$ cat config.mk
export PLATFORM = sky130hd
export DESIGN_NAME = serial_word_assembler
export DESIGN_NICKNAME = d
export VERILOG_FILES = /design/src/rtl/serial_word_assembler.sv
export SDC_FILE = /design/constraint.sdc
export NUM_CORES = 1
export LEC_CHECK = 0
export CAP_MARGIN = 25
export CORE_MARGIN = 5
export CORE_UTILIZATION = 35
export CTS_CLUSTER_SIZE = 40
export DETAILED_ROUTE_END_ITERATION = 16
export GPL_TIMING_DRIVEN = 0
export HOLD_SLACK_MARGIN = 0.08
export PLACE_DENSITY = 0.58
export SETUP_SLACK_MARGIN = 0.05
export SYNTH_ARGS = -nofsm -noshare
export SYNTH_HDL_FRONTEND = slang
export SYNTH_SLANG_ARGS = --single-unit
$ cat constraint.sdc
create_clock -name clk -period 1.9 [get_ports clk]
set_input_delay 0.285 -clock clk [delete_from_list [all_inputs] [get_ports clk]]
set_output_delay 0.285 -clock clk [all_outputs]
set_load 0.01 [all_outputs]
$ cat src/rtl/serial_word_assembler.sv
// Serial-to-parallel word assembler with a one-entry valid/ready output slot.
// Completed words that find the slot occupied and not draining are dropped and flagged as overflow.
module serial_word_assembler #(
  parameter int unsigned WIDTH     = 5,
  parameter bit          MSB_FIRST = 1'b1
) (
  input  logic                       clk,
  input  logic                       rst_n,
  input  logic                       bit_in,
  input  logic                       bit_valid,
  input  logic                       flush,
  output logic [WIDTH-1:0]           word_out,
  output logic                       word_valid,
  input  logic                       word_ready,
  output logic [$clog2(WIDTH+1)-1:0] bit_count,
  output logic                       overflow,
  input  logic                       clr_ovf
);

  localparam int unsigned CntW = $clog2(WIDTH + 1);

  typedef enum logic [0:0] {StEmpty, StFull} slot_e;

  slot_e            state_q, state_d;
  logic [WIDTH-1:0] shreg_q, shreg_d;
  logic [WIDTH-1:0] word_q, word_d;
  logic [CntW-1:0]  cnt_q, cnt_d;
  logic             ovf_q, ovf_d;

  logic [WIDTH-1:0] shifted;
  logic             accept, complete, load, drop;

  always_comb begin
    shifted = '0;
    if (MSB_FIRST) begin
      shifted = {shreg_q[WIDTH-2:0], bit_in};
    end else begin
      shifted = {bit_in, shreg_q[WIDTH-1:1]};
    end
  end

  // flush takes priority over a bit arriving on the same edge
  assign accept   = bit_valid & ~flush;
  assign complete = accept & (cnt_q == CntW'(WIDTH - 1));
  assign load     = complete & ((state_q == StEmpty) | word_ready);
  assign drop     = complete & (state_q == StFull) & ~word_ready;

  always_comb begin
    shreg_d = shreg_q;
    cnt_d   = cnt_q;
    if (flush || complete) begin
      shreg_d = '0;
      cnt_d   = '0;
    end else if (accept) begin
      shreg_d = shifted;
      cnt_d   = cnt_q + CntW'(1);
    end
  end

  always_comb begin
    word_d = load ? shifted : word_q;
    // a drop wins over a simultaneous clear
    ovf_d  = drop ? 1'b1 : (clr_ovf ? 1'b0 : ovf_q);
  end

  // Output slot FSM: state register
  always_ff @(posedge clk or negedge rst_n) begin
    if (!rst_n) begin
      state_q <= StEmpty;
    end else begin
      state_q <= state_d;
    end
  end

  // Output slot FSM: next state
  always_comb begin
    state_d = state_q;
    unique case (state_q)
      StEmpty: if (complete) state_d = StFull;
      StFull:  if (word_ready && !complete) state_d = StEmpty;
      default: state_d = StEmpty;
    endcase
  end

  // Output slot FSM: outputs
  always_comb begin
    word_valid = (state_q == StFull);
  end

  always_ff @(posedge clk or negedge rst_n) begin
    if (!rst_n) begin
      shreg_q <= '0;
      word_q  <= '0;
      cnt_q   <= '0;
      ovf_q   <= 1'b0;
    end else begin
      shreg_q <= shreg_d;
      word_q  <= word_d;
      cnt_q   <= cnt_d;
      ovf_q   <= ovf_d;
    end
  end

  assign word_out  = word_q;
  assign bit_count = cnt_q;
  assign overflow  = ovf_q;

endmodule
After elaboration in Yosys (flattened, before gate mapping) --
Cells that the tools add are included.
Word-level totals: flip-flop bits (word level) 14, input port bits 7, output and inout port bits 10, word-level logic and storage cells 30
Cells by class: add/sub/neg operators 1, equality and inequality tests 1, mux-type cells 9, bitwise gates (word level) 9, reductions and logical operators 5
Operator list (number):
- $mux W4 | 2
- $mux W3 | 2
- $and A1 B1 Y1 | 5
- $mux W1 | 4
- $reduce_bool A2 Y1 | 2
- $add A3 B1 Y3 const B | 1
- $eq A3 B3 Y1 const B | 1
- $not A1 Y1 | 3
- $pmux W1 S2 | 1
- $logic_and A1 B1 Y1 | 1
- $logic_not A1 Y1 | 1
- $logic_or A1 B1 Y1 | 1
- $or A1 B1 Y1 | 1

Longest topological paths before layout --
word-level depth 7, depth in mapped cells 5, mapped depth without buffers 5

Least setup slack after synthesis --
Ideal clock, no wire load.
path kind reg-to-reg, from register cnt_q[0], in the netlist bit_count[0], to register word_q[0], in the netlist word_out[0], setup time 0.125 ns, arrival 1.346 ns, path slack 0.429 ns, stages on the path, launching flop included 6, path buffers 0, cells stage by stage dfrtp_1 -> inv_1 -> ha_1 -> nand4b_4 -> nor2b_4 -> mux2_2
On the way: longest elaborated chain between the ends 3
RTL lines:
- start: declaration | RTL line 27 | logic [CntW-1:0] cnt_q, cnt_d;
- start signal: assignment | RTL line 99 | cnt_q <= cnt_d;
- $eq A3 B3 Y1 | RTL line 44 | assign complete = accept & (cnt_q == CntW'(WIDTH - 1));
- $and A1 B1 Y1 | RTL line 44
- $and A1 B1 Y1 | RTL line 45 | assign load = complete & ((state_q == StEmpty) | word_ready);
- end signal: assignment | RTL line 98 | word_q <= word_d;
- end: declaration | RTL line 26 | logic [WIDTH-1:0] word_q, word_d;
Every way passes these cells. A chain may end at the register's enable or synchronous reset.

Worst setup path in the final report --
from register cnt_q[0], in the netlist bit_count[0], to register word_q[3], in the netlist word_out[3]
Same word-level chain as after synthesis.

==> impl_metrics.env <==
export IMPL_wl_met2_um=562
export IMPL_antenna_left=0
export IMPL_met1Wirelength_um=578
export IMPL_syn_to_final_growth_pct=34.27
export IMPL_clkPwrFrac_pct=30.2
export IMPL_yosys_cell_types_count=14
export IMPL_grt_pass1_vias=465
export IMPL_cts_buffer_depth=2
export IMPL_setup_violations=0
export IMPL_pwr_share_seq_pct=58.7
export IMPL_synth_edf_count=0
export IMPL_tightest_slew_ns=0.6211
export IMPL_startpoint="bit_count[0]"
export IMPL_highest_layer="met4"
export IMPL_finClkSkew_ns=0.0005582
export IMPL_drv_cap=0
export IMPL_synthCells=53
export IMPL_rsz0062_at_grt="no"
export IMPL_synthXorXnorAreaFrac_pct=0
export IMPL_fmax_ghz=0.6358
export IMPL_p_leak_nw=0.3871
export IMPL_dr_pass1_iters=4
export IMPL_critPathSlowestCell="dfrtp_1"
export IMPL_track_usage_pct=11.18
export IMPL_cts_tree="built"
export IMPL_ir_worst_vdd_mv=0.2679
export IMPL_drc_errors=0
export IMPL_finalSetupTns_ns=0
export IMPL_period_minus_slack_ns=1.573
export IMPL_drv_slew=0
export IMPL_cts_buffers=3
export IMPL_crit_path_max_fanout=5
export IMPL_n_fill_cell=152
export IMPL_wl_per_cell_um=12.64
export IMPL_p_comb_share_pct=11.2
export IMPL_r2r_start="bit_count[0]"
export IMPL_design_core_area_um2=1708
export IMPL_swShare_pct=22.76
export IMPL_drt_total_wl_um=1226
export IMPL_nNetsFinal=83
export IMPL_synthFlopType="dfrtp_1"
export IMPL_synth_warnings=0
export IMPL_status="finished clean"
export IMPL_synthSimpleGateAreaFrac_pct=20.84
export IMPL_synth_top_area_cell="dfrtp_1"
export IMPL_htreeDepth=1
export IMPL_worst_slew_margin_rel_pct=58.46
export IMPL_synth_most_common_cell="dfrtp_1"
export IMPL_critPathKind="reg2reg"
export IMPL_n_antenna_cell=0
export IMPL_dp_hpwl_um=897.1
export IMPL_ys_seq_elements=14
export IMPL_netlist_top_cells_area="dfrtp_1, mux2_2, nand2b_1, a21oi_1, nand3_1"
export IMPL_synth_top_cell_area_share_pct=56.11
export IMPL_die_area_um2=2729
export IMPL_rr_endpoint="word_out[3]"
export IMPL_async_reset_ff_share_pct=100.0
export IMPL_reg2reg_slack_ns=0.33
export IMPL_power_density_nw_per_um2=632.0
export IMPL_grt_pass1_wl_um=2125
export IMPL_p_switching_mw=0.1206
export IMPL_cp_start_kind="flip-flop"
export IMPL_ctsResizeCount=0
export IMPL_drive_gt1_share_pct=15.28
export IMPL_die_h_um=52.24
export IMPL_clk_latency_ns=0.27
export IMPL_whs_ns=0.3983
export IMPL_synth_adder_area_share_pct=4.008
export IMPL_final_period_utilization_pct=82.78
export IMPL_syn_area_per_cell_um2=11.78
export IMPL_cts_sinks=14
export IMPL_max_stage_delay_ns=0.43
export IMPL_antenna_found_initial=0
export IMPL_synth_common_cells="dfrtp_1, a21oi_1, nand2b_1"
export IMPL_ctsHoldBuffers=0
export IMPL_grt_max_degree=15
export IMPL_path_cells="inv_1, ha_1, nand4b_4, nor2b_4, mux2_2"
export IMPL_via_count=458
export IMPL_final_hold_viol_count=0
export IMPL_p_int_mw=0.4093
export IMPL_viasPerCell=4.722
export IMPL_clock_root_buffer="clkbuf_4"
export IMPL_setup_worst_path_end_class="flip-flop"
export IMPL_synth_compound_area_share_pct=7.415
export IMPL_numPortBuffers=16
export IMPL_rows=15
export IMPL_hp_class="in2async"
export IMPL_synthesis_area_um2=624.3
export IMPL_total_power_mw=0.5298
export IMPL_wl_met3_um=74
export IMPL_io_pins=17
export IMPL_synth_top_family_by_area="simple AND/OR/NAND/NOR gates"
export IMPL_synthesis_nets=62
export IMPL_post_cts_buffers=0
export IMPL_path_clk_slew_ns=0.08
export IMPL_crit_arrival_ns=1.73
export IMPL_critPathRequiredTime_ns=2.06
export IMPL_die_w_um=52.24
export IMPL_drt_iter0_markers=2
export IMPL_grt_overflow_total=0
export IMPL_ys_seq_area_share_pct=56.11
export IMPL_initial_utilization_pct=36.56
export IMPL_synthMuxAreaShare_pct=9.018
export IMPL_gp_congestion=0.7218
export IMPL_reg2regPathDepth=5
## logic make-up after synthesis
group           after synthesis
simple gates                 19
flops                        14
buf+inv                       4
mux                           5
fa+ha+maj                     2
compound gates                9
## per-layer routing
metal	global-route usage (%)	vias up
li1	-	221
met1	15.59	220
met2	14.85	15
met3	3.704	2
met4	6.383	0
met5	0	-
## cells in the final DEF, fill, tap and decap left out, drive strengths merged
master,synthesis,final
inv,3,3
ha,2,2
nand2,3,3
dfrtp,14,14
nand3b,1,1
clkbuf,0,3
nand3,6,6
nor2b,1,1
o22ai,1,1
clkdlybuf4s50,0,16
a21oi,7,7
nand4b,1,1
o21ai,1,1
buf,1,1
nand2b,7,7
mux2,5,5
## through the flow
| step | util [%] | worst slack (ns) | instance area [µm²] | cells |
|---|---|---|---|---|
| 6_report | 49.08 | 0.3273 | 838.3 | 97 |
| 5_1_grt | 49.08 | 0.2235 | 838.3 | 97 |
| 4_1_cts | 49.08 | 0.3014 | 838.3 | 97 |
| 3_5_place_dp | 47.77 | 0.07770 | 815.8 | 94 |
| 3_3_place_gp | 47.77 | 0.08332 | 815.8 | 94 |
| 2_1_floorplan | - | 0.4289 | 624.3 | 53 |
## critical path: cells and delay by family, from the launching register on
family | cells | cell delay (ns)
and+or+nand+nor | 2 | 0.36
muxes | 1 | 0.35
adders and majority gates | 1 | 0.23
DFF | 1 | 0.43
buffers and inverters | 1 | 0.09
## power by group through the flow
stage / combinational [mW] / clock, mW / sequential (mW)
2_1_floorplan: 0.0222 / 0 / 0.318
3_3_place_gp: 0.0597 / 0 / 0.317
3_5_place_dp: 0.0601 / 0 / 0.317
4_1_cts: 0.0605 / 0.174 / 0.311
5_1_grt: 0.0655 / 0.188 / 0.312
6_report: 0.0592 / 0.160 / 0.311
## sequential cells by signal, indices dropped and copies added (netlist names)
signal,cells
word_out,5
shreg_q,4
bit_count,3
overflow,1
word_valid,1
## layout make-up
cell class / count / area (µm²) / area share, %
Timing Repair Buffer: 16 / 160.2 / 19.10
Buffer: 1 / 5.005 / 0.5970
Tap cell: 25 / 31.28 / 3.731
Sequential cell: 14 / 350.3 / 41.79
Inverter: 3 / 11.26 / 1.343
Multi-Input combinational cell: 35 / 257.7 / 30.75
Clock buffer: 3 / 22.52 / 2.687
## worst max-delay path by stage
| stage | end | slack [ns] | depth (start not counted) |
|---|---|---|---|
| after floorplan | word_out[0] | 0.43 | 5 |
| after global placement | word_out[1] | 0.08 | 4 |
| after detailed placement | word_out[1] | 0.08 | 4 |
| after CTS | bit_count[2] | 0.30 | 1 |
| after global routing | word_out[2] | 0.22 | 5 |
| final | word_out[3] | 0.33 | 5 |
Power figures use the tool's default switching activity.
